File: config.mk
export PLATFORM = sky130hd
export DESIGN_NAME = maple_bus_sequencer
export DESIGN_NICKNAME = d
export VERILOG_FILES = /design/src/rtl/maple_bus_sequencer.sv
export SDC_FILE = /design/constraint.sdc
export NUM_CORES = 1
export LEC_CHECK = 0
export CAP_MARGIN = 20
export CORE_ASPECT_RATIO = 0.7
export CORE_MARGIN = 4
export CORE_UTILIZATION = 61
export CTS_CLUSTER_DIAMETER = 80
export DETAILED_ROUTE_END_ITERATION = 16
export PLACE_DENSITY_LB_ADDON = 0.2
export SYNTH_ARGS = -nofsm -noshare
export SYNTH_HDL_FRONTEND = slang
export SYNTH_SLANG_ARGS = --single-unit
File: constraint.sdc
create_clock -name aclk -period 8.7 [get_ports aclk]
set_input_delay 2.61 -clock aclk [delete_from_list [all_inputs] [get_ports aclk]]
set_output_delay 2.61 -clock aclk [all_outputs]
set_load 0.1 [all_outputs]
File: src/rtl/maple_bus_sequencer.sv
// Maple Bus transaction sequencer: TX enable, bus turnaround guard,
// RX response window, and done/timeout reporting.
module maple_bus_sequencer #(
    parameter int C_TIMEOUT_WIDTH     = 20,
    parameter int C_TURNAROUND_CYCLES = 16
) (
    input  logic                       aclk,
    input  logic                       areset,
    input  logic                       start,
    input  logic                       abort,
    input  logic                       expect_response,
    input  logic [C_TIMEOUT_WIDTH-1:0] resp_timeout,
    input  logic                       tx_pkt_avail,
    input  logic                       transmitting,
    input  logic                       receiving,
    input  logic                       rx_pkt_done,
    output logic                       enable_tx,
    output logic                       enable_rx,
    output logic                       busy,
    output logic                       done,
    output logic                       timeout,
    output logic [1:0]                 err_code
);

    localparam int W = C_TIMEOUT_WIDTH;
    localparam logic [W-1:0] GUARD_LAST = W'(C_TURNAROUND_CYCLES - 1);

    localparam logic [1:0] ERR_NONE    = 2'b00;
    localparam logic [1:0] ERR_NO_DATA = 2'b01;
    localparam logic [1:0] ERR_TX_TMO  = 2'b10;
    localparam logic [1:0] ERR_RX_TMO  = 2'b11;

    typedef enum logic [2:0] {
        S_IDLE,
        S_TX_ARM,
        S_TX_ACTIVE,
        S_GUARD,
        S_RX_WAIT,
        S_RX_ACTIVE,
        S_DONE_OK,
        S_DONE_ERR
    } state_t;

    state_t         state;
    state_t         state_nxt;
    logic [W-1:0]   cnt;
    logic [W-1:0]   cnt_nxt;
    logic [W-1:0]   cnt_inc;
    logic [W-1:0]   tmo_q;
    logic [W-1:0]   tmo_nxt;
    logic           exp_q;
    logic           exp_nxt;
    logic [1:0]     err_nxt;
    logic           tmo_hit;

    // Saturating count so a huge timeout can never wrap into a false hit.
    assign cnt_inc = (&cnt) ? cnt : cnt + 1'b1;
    assign tmo_hit = (tmo_q != '0) && (cnt == tmo_q - 1'b1);

    always_ff @(posedge aclk or posedge areset) begin
        if (areset) begin
            state     <= S_IDLE;
            cnt       <= '0;
            tmo_q     <= '0;
            exp_q     <= 1'b0;
            err_code  <= ERR_NONE;
            enable_tx <= 1'b0;
            enable_rx <= 1'b0;
            busy      <= 1'b0;
            done      <= 1'b0;
            timeout   <= 1'b0;
        end else begin
            state     <= state_nxt;
            cnt       <= cnt_nxt;
            tmo_q     <= tmo_nxt;
            exp_q     <= exp_nxt;
            err_code  <= err_nxt;
            enable_tx <= (state_nxt == S_TX_ARM) ||
                         (state_nxt == S_TX_ACTIVE);
            enable_rx <= (state_nxt == S_RX_WAIT) ||
                         (state_nxt == S_RX_ACTIVE);
            busy      <= (state_nxt != S_IDLE);
            done      <= (state_nxt == S_DONE_OK);
            timeout   <= (state_nxt == S_DONE_ERR);
        end
    end

    always_comb begin
        state_nxt = state;
        cnt_nxt   = cnt;
        tmo_nxt   = tmo_q;
        exp_nxt   = exp_q;
        err_nxt   = err_code;

        if (abort && (state != S_IDLE)) begin
            state_nxt = S_IDLE;
        end else begin
            unique case (state)
                S_IDLE: begin
                    if (start && !abort) begin
                        exp_nxt = expect_response;
                        tmo_nxt = resp_timeout;
                        cnt_nxt = '0;
                        if (tx_pkt_avail) begin
                            err_nxt   = ERR_NONE;
                            state_nxt = S_TX_ARM;
                        end else begin
                            err_nxt   = ERR_NO_DATA;
                            state_nxt = S_DONE_ERR;
                        end
                    end
                end
                S_TX_ARM: begin
                    cnt_nxt = cnt_inc;
                    if (transmitting) begin
                        state_nxt = S_TX_ACTIVE;
                    end else if (tmo_hit) begin
                        err_nxt   = ERR_TX_TMO;
                        state_nxt = S_DONE_ERR;
                    end
                end
                S_TX_ACTIVE: begin
                    if (!transmitting) begin
                        cnt_nxt   = '0;
                        state_nxt = S_GUARD;
                    end
                end
                S_GUARD: begin
                    cnt_nxt = cnt_inc;
                    if (cnt == GUARD_LAST) begin
                        cnt_nxt   = '0;
                        state_nxt = exp_q ? S_RX_WAIT : S_DONE_OK;
                    end
                end
                S_RX_WAIT: begin
                    cnt_nxt = cnt_inc;
                    if (receiving) begin
                        state_nxt = S_RX_ACTIVE;
                    end else if (tmo_hit) begin
                        err_nxt   = ERR_RX_TMO;
                        state_nxt = S_DONE_ERR;
                    end
                end
                S_RX_ACTIVE: begin
                    if (rx_pkt_done) begin
                        state_nxt = S_DONE_OK;
                    end
                end
                S_DONE_OK:  state_nxt = S_IDLE;
                S_DONE_ERR: state_nxt = S_IDLE;
                default:    state_nxt = S_IDLE;
            endcase
        end
    end

endmodule
==> impl_results.md, run 1 <==
* Post-DP HPWL at 5644 um
* IO Count at 36
* Port-buffer cells at 35
* First-pass GRT wire length at 12,920 um
* Post-DRT Antenna Nets at 0
* DRC violation total after the first TritonRoute iteration at 251
* Clock buffer count from CTS at 5
* Register area share after synthesis at 38.48%
* Post-synthesis cell count at 400
* DRT Pass-1 Iters at 5
* Synth top area cells: dfrtp_1 (38%), nand2_1 (8.3%), xnor2_1 (5.5%)
* Setup CP Type: input pin to flop
* Worst Path Arrival at ~5400 ps
* Cell variety after synth at between 50 and 60
* Max VDD drop at around 0.00017 V
* # fillers at 413
* CTS H-tree lvls at 2
* Crit Path Max Fanout at 10
* Ant. Diodes at 0
* Final wirelength at 7939 um
* Setup bufs post-CTS at 0
* Max-cap violations at 0
* Final Util at between 70 and 80%
* Max Freq at 191.4 MHz
* Minimum clock period at 5225 ps
* Hold Crit Class: flop to flop
* Total leakage power at 1.610 nW
* Post-CTS Hold Buffers at 0
* Final Cycle Share at 60.06%
* YS warnings at 0
* Root Buffer: clkbuf_8
* Post-synth EDFFs at 0
* Sw frac at between 40 and 50%
* Power Density at slightly below 300 mW/mm^2
* Layout Skew at 7.339 ps
* Sequential share of power at 36.7%
* Number of placement rows at 22
* Average wire per standard cell at roughly 16 um
* Clk slew on worst S/H paths at approximately 90 ps
* Clk buf depth at 2
* Nets at 458
* Initial antenna violation count at 0
* Cell type with the highest aggregate area in the netlist: dfrtp_1
* GR Overflow Total at 0
* Drt via density at approximately 6
* GPL Wtd Cong at 0.9018
* Die height at around 70 um
* Global-route usage over all layers at 24.20%
* #FFs+latches synth at 51
* Total number of vias at 3,057
* Critical Path Source Type: input pin
* CTS tree: done
* Rel. slew slack at 32.22%
* Layout cell share with drive strength beyond 1 at 7.243%
* Commonest non-fill, non-tap cell in the layout: nand2_1
* Net switching power at 0.0004986 W
* Core ar. at 0.005258 mm^2
* Largest net degree at the start of global routing at 52
* Final Slew Violations at 0
* Clock share of power at 17.4%
* Worst Setup End Kind: flop
* Synth Cell Area at 0.003317 mm^2
* Starting density of the core at 63.09%
* Async SR Flop Fraction at 100.0%
* Final Hold Fails at 0
* Tightest Pin Transition at 1013 ps
* Area growth syn-to-layout at 15.32%
* Setup TNS at 0 ps
* CTS Sinks at between 50 and 60
* RSZ-0062 raised after global routing: no
* Top-area cell type share of the netlist area at 38.48%
* Worst endpoint required time at 8860 ps
* DRC viols at 0
* Syn Nets at 431
* Syn avg cell area at 8.292 um^2
* Vias in the first global route at 2,653
* Synth Flop Type: dfrtp_1
* Comb pwr share at 45.9%
* Chip Width at about 96 um
* Final Setup Violations at 0
* Pint at 0.0006201 W
* Die Footprint at 0.006700 mm^2
* Most frequent cells in the layout: nand2_1 (73), dfrtp_1 (51), clkdlybuf4s50_1 (35)
* Worst skew pair latency at roughly 310 ps
* PostCTS Resize Cnt at 0
* Status: finished clean
==> worst paths after layout <==
path	start	endpoint	slack, ps	cells after the start
worst max-delay path	transmitting	cnt[15]	3470	10
worst max register to register	tmo_q[0]	busy	5020	11
max in group asynchronous	areset	err_code[0]	5660	3
min in group asynchronous	areset	busy	2550	2
worst min-delay path	err_code[0]	err_code[0]	500	1
worst min register to register	err_code[0]	err_code[0]	500	1
==> cell usage after synthesis (2+ instances only) <==
| cell | instances |
|---|---|
| o21ai_1 | 2 |
| nand3_1 | 13 |
| or4_1 | 3 |
| o21ai_0 | 17 |
| clkbuf_1 | 11 |
| buf_6 | 4 |
| dfrtp_1 | 51 |
| xor2_1 | 14 |
| a211oi_1 | 2 |
| or3b_2 | 2 |
| o31ai_1 | 6 |
| ha_1 | 2 |
| or3_1 | 14 |
| inv_1 | 15 |
| and3_1 | 5 |
| a21boi_0 | 2 |
| nor2b_1 | 3 |
| nand2_1 | 73 |
| o21a_1 | 2 |
| or2_2 | 3 |
| xnor2_1 | 21 |
| nand2b_1 | 2 |
| nor3_1 | 19 |
| and4_1 | 3 |
| a31oi_1 | 6 |
| o211ai_1 | 3 |
| a31o_2 | 2 |
| a41oi_1 | 2 |
| and2_1 | 2 |
| nor2_1 | 32 |
| o41ai_1 | 2 |
| mux2i_1 | 2 |
| a21oi_1 | 19 |
| buf_1 | 2 |
| nor4_1 | 7 |
| nand4_1 | 5 |
| or4_4 | 3 |
| o21bai_1 | 3 |
==> power groups by stage <==
stage	Clock, W	Combinational [W]	Sequential [W]
3_5_place_dp	0	0.000495	0.000409
3_3_place_gp	0	0.000484	0.000407
2_1_floorplan	0	0.000373	0.000426
6_report	0.000194	0.000514	0.000411
5_1_grt	0.000208	0.000565	0.000421
4_1_cts	0.000196	0.000501	0.000405
==> state kept, by name, indices dropped and copies added, names as in the netlist <==
name       cells
busy           1
done           1
tmo_q         20
enable_rx      1
exp_q          1
state          3
cnt           20
timeout        1
err_code       2
enable_tx      1
==> logic make-up after synthesis <==
group / after synthesis / synth area share, %
simple gates: 195 / 29.61
fa+ha+maj: 2 / 0.7543
flops: 51 / 38.48
mux: 2 / 0.6036
xor+xnor: 35 / 9.242
buf+inv: 35 / 4.903
compound gates: 80 / 16.41
==> through the flow <==
stage          cells  setup slack [ps]  hold slack (ps)   power, W  instance area (um^2)
2_1_floorplan    400              4232            446.1  0.0007997                  3317
3_3_place_gp     489              3366            477.3  0.0008906                  3659
3_5_place_dp     489              3222            470.5  0.0009033                  3659
4_1_cts          497              3527            500.4   0.001102                  3795
5_1_grt          500              3312            520.9   0.001194                  3825
6_report         500              3475            495.3   0.001119                  3825
==> area by class of cell <==
class / count / area [um^2] / area share, %
clock buffers: 5 / 68.82 / 1.799
well taps: 72 / 90.09 / 2.355
repair buffers: 38 / 380.4 / 9.944
inverters: 17 / 63.81 / 1.668
clock inverters: 3 / 67.56 / 1.766
flip-flops and latches: 51 / 1276 / 33.37
multi-input cells: 314 / 1878 / 49.10
==> critical path, stage by stage <==
cell             delay, ps
clkdlybuf4s50_1        500
nor2b_1                150
o21bai_1                70
a21oi_1                480
inv_1                  160
a41oi_1                620
nand2_1                320
nor3_1                 260
xnor2_1                150
nor2_1                  50
==> layer usage <==
metal / vias up / wire length, um / global-route usage, %
met2: 164 / 3278 / 33.82
met4: 0 / 116 / 4.732
met5: - / 0 / 0
met3: 15 / 690 / 4.338
met1: 1405 / 3853 / 38.63
li1: 1473 / - / -
(Power assumes the default switching activity.)
==> run 2, diff against run 1 <==
--- a/config.mk
+++ b/config.mk
@@ -8,7 +8,7 @@
 export CAP_MARGIN = 20
 export CORE_ASPECT_RATIO = 0.7
 export CORE_MARGIN = 4
-export CORE_UTILIZATION = 61
+export CORE_UTILIZATION = 51
 export CTS_CLUSTER_DIAMETER = 80
 export DETAILED_ROUTE_END_ITERATION = 16
 export PLACE_DENSITY_LB_ADDON = 0.2
==> constraint.sdc (replaced) <==
create_clock -name aclk -period 4.6 [get_ports aclk]
set_input_delay 1.38 -clock aclk [delete_from_list [all_inputs] [get_ports aclk]]
set_output_delay 1.38 -clock aclk [all_outputs]
set_load 0.1 [all_outputs]
==> run 2 against run 1 <==
  * Global-route usage fell by 2.7 points
  * Critical endpoint is now busy
  * Sequential cell count is the same
  * Clock power rose by 66%
  * Register-to-register slack got worse by 4000 ps
  * Critical path type is now flop to flop
==> impl_results.md, run 2 (synthesis gave the netlist of run 1 again) <==
* Met2 WL at 3239 um (-1.2%)
* DRT Pass-1 Iters at 5 (unchanged)
* Status: finished clean
* Overall power at 0.002083 W (+86%)
* Final Setup Violations at 0 (unchanged)
* Die Footprint at 0.007879 mm^2 (+18%)
* Setup bufs post-CTS at 0 (unchanged)
* GR Overflow Total at 0 (unchanged)
* Setup CP Type: flop to flop
* Final wirelength at 7989 um (+0.63%)
* Die height at 75.48 um (+8.3%)
* Setup TNS at 0 ps (unchanged)
* Starting density of the core at 52.85% (-10 points)
* Post-DP HPWL at 6098 um (+8.0%)
* Worst Setup End Kind: flop
* Total leakage power at 1.622 nW (+0.79%)
* Average wire per standard cell at 15.70 um (-1.1%)
* PostCTS Resize Cnt at 0 (unchanged)
* Commonest non-fill, non-tap cell in the layout: nand2_1
* Crit Path Max Fanout at 8 (-2)
* Layout Skew at 9.032 ps (+1.693 ps)
* Final Instance Area at 0.003841 mm^2 (+0.43%)
* Met3 wire len at 439 um (-36%)
* Worst endpoint required time at 4790 ps (-4070 ps)
* Chip Width at 104.4 um (+8.6%)
* Max Freq at 278.2 MHz
* Placed instance area at 0.003704 mm^2 (+1.2%)
* Initial antenna violation count at 0 (unchanged)
* Clk buf depth at 2 (unchanged)
* Vias in the first global route at 2,683 (+1.1%)
* Root Buffer: clkbuf_8
* Final Slew Violations at 0 (unchanged)
* Clock buffer count from CTS at 5 (unchanged)
* Power Density at 542.3 mW/mm^2 (+85%)
* DRC violation total after the first TritonRoute iteration at 212 (-16%)
* CTS tree: done
* RSZ-0062 raised after global routing: no
* Minimum clock period at 3594 ps
* Worst skew pair latency at 310 ps (about the same)
* Total number of vias at 3,003 (-1.8%)
* Max VDD drop at 0.0003533 V (+100%)
* Hold Crit Class: flop to flop
* Layout cell share with drive strength beyond 1 at 7.889% (+0.65 points)
* Critical Path Source Type: flop
* CTS H-tree lvls at 2 (unchanged)
* DRC viols at 0 (unchanged)
* Post-CTS Hold Buffers at 0 (unchanged)
* Worst Path Arrival at 3780 ps (-1610 ps)
* GPL Wtd Cong at 0.9216 (+2.2%)
* Ant. Diodes at 0 (unchanged)
* Hold_ws at 487.5 ps (-7.797 ps)
* Largest regs: cnt x20, tmo_q x20, state x3
* IO Count at 36 (unchanged)
* Most frequent cells in the layout: nand2_1 (73), dfrtp_1 (51), clkdlybuf4s50_1 (35)
* Area growth syn-to-layout at 15.81%
* Largest net degree at the start of global routing at 52 (unchanged)
* Final worst slack at 1006 ps (-2469 ps)
* Clk slew on worst S/H paths at 90 ps (about the same)
* Final Cycle Share at 78.13%
* Post-DRT Antenna Nets at 0 (unchanged)
* Rel. slew slack at 35.06% (+2.8 points)
* CTS Sinks at 51 (unchanged)
* Final Hold Fails at 0 (unchanged)
* Uppermost layer routed: met4
* Core ar. at 0.006276 mm^2 (+19%)
* Tightest Pin Transition at 971.0 ps (-42.01 ps)
* Number of placement rows at 24 (+9.1%)
* Worst slack at placement at 763.5 ps (-2459 ps)
* Global-route usage over all layers at 21.48% (-2.7 points)
* Metal1 wirelength at 4242 um (+10%)
* First-pass GRT wire length at 13,520 um (+4.7%)
* Max-cap violations at 0 (unchanged)
* Drt via density at 5.900 (-3.5%)
* Nets at 461 (+0.66%)
* Port-buffer cells at 35 (unchanged)
-- run 2: worst max-delay path, stage by stage, from the launching register on --
cell      delay (ps)
dfrtp_1          460
inv_1            100
ha_1             290
or3b_2           520
or3_1            450
or4_2            620
nand4_1          110
or4_4            140
nor4_1            50
o21ai_1          250
clkinv_1         170
or3_1            320
-- run 2: layout make-up --
cell class | count | area, um^2
clock buffers | 6 | 82.58
flip-flops and latches | 51 | 1276
clock inverters | 2 | 35.03
repair buffers | 41 | 407.9
multi-input cells | 314 | 1878
inverters | 17 | 63.81
fillers | 585 | 2435
well taps | 78 | 97.59
-- run 2: path summary, 6_finish.rpt --
kind | start | endpoint | slack (ps) | cells after the start
max reg2reg | tmo_q[0] | busy | 1010 | 11
max in group asynchronous | areset | tmo_q[11] | 2670 | 3
max | tmo_q[0] | busy | 1010 | 11
min in group asynchronous | areset | enable_tx | 1410 | 2
min reg2reg | err_code[0] | err_code[0] | 490 | 1
min | err_code[0] | err_code[0] | 490 | 1
-- run 2: metal layers --
metal,global-route usage [%],vias to the layer above
met5,0,-
met4,4.425,0
met3,3.810,8
met2,31.97,93
met1,32.92,1427
li1,-,1475
-- run 2: power by group --
group	switching, W	leakage (nW)	internal (W)
Combinational	0.000582	0.894	0.000401
Sequential	0.000208	0.667	0.000569
Clock	0.000146	0.0612	0.000176
Total	0.000937	1.62	0.00115
-- run 2: through the flow --
stage | utilization [%] | std cells
final | 61.20 | 509
after global routing | 61.20 | 509
after CTS | 60.89 | 508
after detailed placement | 59.01 | 500
after global placement | 59.01 | 500
after floorplan | - | 400
==> run 3, diff against run 2 <==
==> constraint.sdc (replaced) <==
create_clock -name aclk -period 3.1 [get_ports aclk]
set_input_delay 0.93 -clock aclk [delete_from_list [all_inputs] [get_ports aclk]]
set_output_delay 0.93 -clock aclk [all_outputs]
set_load 0.1 [all_outputs]
==> run 3 against run 2 <==
  * Maximum frequency up 19%
  * Clock power grew 70%
  * Highest routed layer unchanged
  * Total power is 65% higher
  * Critical path type unchanged
  * Utilization is 4.2 points higher
==> impl_results.md, run 3 (synthesis gave the netlist of run 1 again) <==
* Crit Reg-Reg Startpoint: tmo_q[0]
* Most frequent cells in the layout: nand2_1 (73), dfrtp_1 (51), buf_4 (36)
* Minimum clock period at 3013 ps (-581.1 ps)
* Port-buffer cells at 35 (unchanged)
* Final wirelength at 8347 um (+4.5%)
* GPL Wtd Cong at 0.8826 (-4.2%)
* CTS H-tree lvls at 2 (unchanged)
* Largest net degree at the start of global routing at 52 (unchanged)
* Number of placement rows at 24 (unchanged)
* Critical Path Source Type: flop
* RSZ-0062 raised after global routing: yes
* Max incr delay on CP at 580 ps (-40 ps)
* Reg2reg path depth at 10 (-1)
* Clock buffer count from CTS at 5 (unchanged)
* Drt via density at 5.805 (-1.6%)
* Status: finished clean
* DRC violation total after the first TritonRoute iteration at 205 (-3.3%)
* Worst Setup End Kind: flop
* Hold Startpoint: err_code[0]
* R2R setup slack at 90 ps (-920 ps)
* Worst skew pair latency at 310 ps (about the same)
* Root Buffer: clkbuf_8
* DRC viols at 0 (unchanged)
* Sequential share of power at 31.1% (-6.2 points)
* Setup CP Type: flop to flop
* Average wire per standard cell at 15.66 um (-0.22%)
* Post-DRT Antenna Nets at 0 (unchanged)
* Layout cell share with drive strength beyond 1 at 17.36% (+9.5 points)
* GR peak layer: met2
* Net switching power at 0.001487 W (+59%)
* Max VDD drop at 0.0004194 V (+19%)
* Final Hold Fails at 0 (unchanged)
* Initial antenna violation count at 0 (unchanged)
* DRT Pass-1 Iters at 5 (unchanged)
* CTS Sinks at 51 (unchanged)
* Starting density of the core at 52.85% (unchanged)
* GR Overflow Total at 0 (unchanged)
* Largest regs: cnt x20, tmo_q x20, state x3
* Met2 Use GR at 33.91% (+1.9 points)
* Max Freq at 331.9 MHz (+19%)
* Ant. Diodes at 0 (unchanged)
* Die height at 75.48 um (unchanged)
* Hold Crit Class: flop to flop
* Clock share of power at 15.9% (+0.4 points)
* Most used cell, CP: or4_4
* Post-DP HPWL at 6258 um (+2.6%)
* Slowest stage cell on the critical path: or4_4
* Total leakage power at 1.777 nW (+9.5%)
* Rel. slew slack at 50.03% (+15 points)
* Hold_ws at 501.1 ps (+13.58 ps)
* Hold Crit Depth at 1 (unchanged)
* Power Density at 836.0 mW/mm^2 (+54%)
* Die Footprint at 0.007879 mm^2 (unchanged)
* IO Count at 36 (unchanged)
* RR Endpoint: enable_tx
* Final Cycle Share at 97.19% (+19 points)
* # fillers at 546 (-6.7%)
* Area growth syn-to-layout at 23.73%
* Final Util at 65.39% (+4.2 points)
* Tightest Pin Transition at 741.7 ps (-229.3 ps)
* GR Util met1 at 33.03% (+0.11 points)
* Final Slew Violations at 0 (unchanged)
* Hold Crit Endpoint: err_code[0]
* Clk buf depth at 2 (unchanged)
* Chip Width at 104.4 um (unchanged)
* Met3 Use GR at 3.556% (-0.25 points)
* Clk slew on worst S/H paths at 90 ps (about the same)
* Nets at 485 (+5.2%)
* Comb pwr share at 53.0% (+5.8 points)
* Pint at 0.001944 W (+70%)
* Commonest non-fill, non-tap cell in the layout: nand2_1
* Final worst slack at 87.03 ps (-918.9 ps)
* Worst endpoint required time at 3350 ps (-1440 ps)
* Crit Path Max Fanout at 7 (-1)
* Total number of vias at 3,094 (+3.0%)
* Final Setup Violations at 0 (unchanged)
* Worst-path cell chain: buf_4 -> or2_2 -> or4_4 -> nand3_2 -> o311ai_2 -> or4_4 -> nor3_4 -> a41oi_4 -> xor2_1 -> nor2_1
* Sw frac at 43.33% (-1.6 points)
* Vias in the first global route at 2,810 (+4.7%)
* Global-route usage over all layers at 21.97% (+0.49 points)
* CTS tree: done
* First-pass GRT wire length at 13,890 um (+2.8%)
* Max-cap violations at 0 (unchanged)
* Worst slack at placement at -54.14 ps (-817.7 ps)
* Worst Path Arrival at 3260 ps (-520 ps)
* Core ar. at 0.006276 mm^2 (unchanged)
* Layout Skew at 9.926 ps (+0.8943 ps)
==> run 3: worst max-delay path by stage <==
stage	startpoint	endpoint	slack, ps	cells after the start
after CTS	tmo_q[10]	busy	-7	9
after detailed placement	tmo_q[10]	busy	-50	9
after global routing	tmo_q[10]	timeout	-30	9
after floorplan	tmo_q[0]	enable_tx	7	13
final	tmo_q[0]	enable_tx	90	10
after global placement	tmo_q[1]	enable_tx	60	11
==> run 3: layout make-up <==
cell class	instances	area, um^2	area share [%]
clock buffers	5	68.82	1.677
clock inverters	3	67.56	1.646
inverters	17	67.56	1.646
multi-input cells	314	1956	47.65
flip-flops and latches	51	1276	31.10
well taps	78	97.59	2.378
repair buffers	65	570.5	13.90
==> run 3: power groups by stage <==
stage | Sequential (W) | Combinational, W | Clock (W)
2_1_floorplan | 0.00120 | 0.00109 | 0
3_3_place_gp | 0.00106 | 0.00168 | 0
3_5_place_dp | 0.00107 | 0.00172 | 0
4_1_cts | 0.00106 | 0.00173 | 0.000556
5_1_grt | 0.00109 | 0.00198 | 0.000587
6_report | 0.00107 | 0.00182 | 0.000546
==> run 3: per-stage QoR <==
step | cell area, um^2 | power, W | std cells | setup TNS (ps)
after floorplan | 3348 | 0.002287 | 400 | 0
after global placement | 3881 | 0.002740 | 521 | 0
after detailed placement | 3881 | 0.002791 | 521 | -54.14
after CTS | 4019 | 0.003345 | 529 | -6.712
after global routing | 4104 | 0.003666 | 533 | -83.72
final | 4104 | 0.003431 | 533 | 0
==> run 3: critical path, delay by kind of cell, from the launching register on <==
| kind | cells | cell delay [ps] |
|---|---|---|
| AOI/OAI and AO/OA | 2 | 270 |
| xor gates and xnor gates | 1 | 170 |
| and+or+nand+nor | 6 | 1920 |
| buffers and inverters | 1 | 180 |
| DFF | 1 | 430 |
==> run 3: timing repair <==
action / CTS / global route
buffers inserted: 0 / 4
pin swaps: 2 / 2
gates resized for setup: 1 / 10
endpoints found under the setup margin: 2 / 6
hold buffers: 0 / 0
==> run 3: layer usage <==
metal / vias up / wire length (um) / share of wire [%]
li1: 1528 / - / -
met1: 1448 / 4191 / 50
met2: 111 / 3485 / 42
met3: 7 / 600 / 7.2
met4: 0 / 70 / 0.84
met5: - / 0 / 0
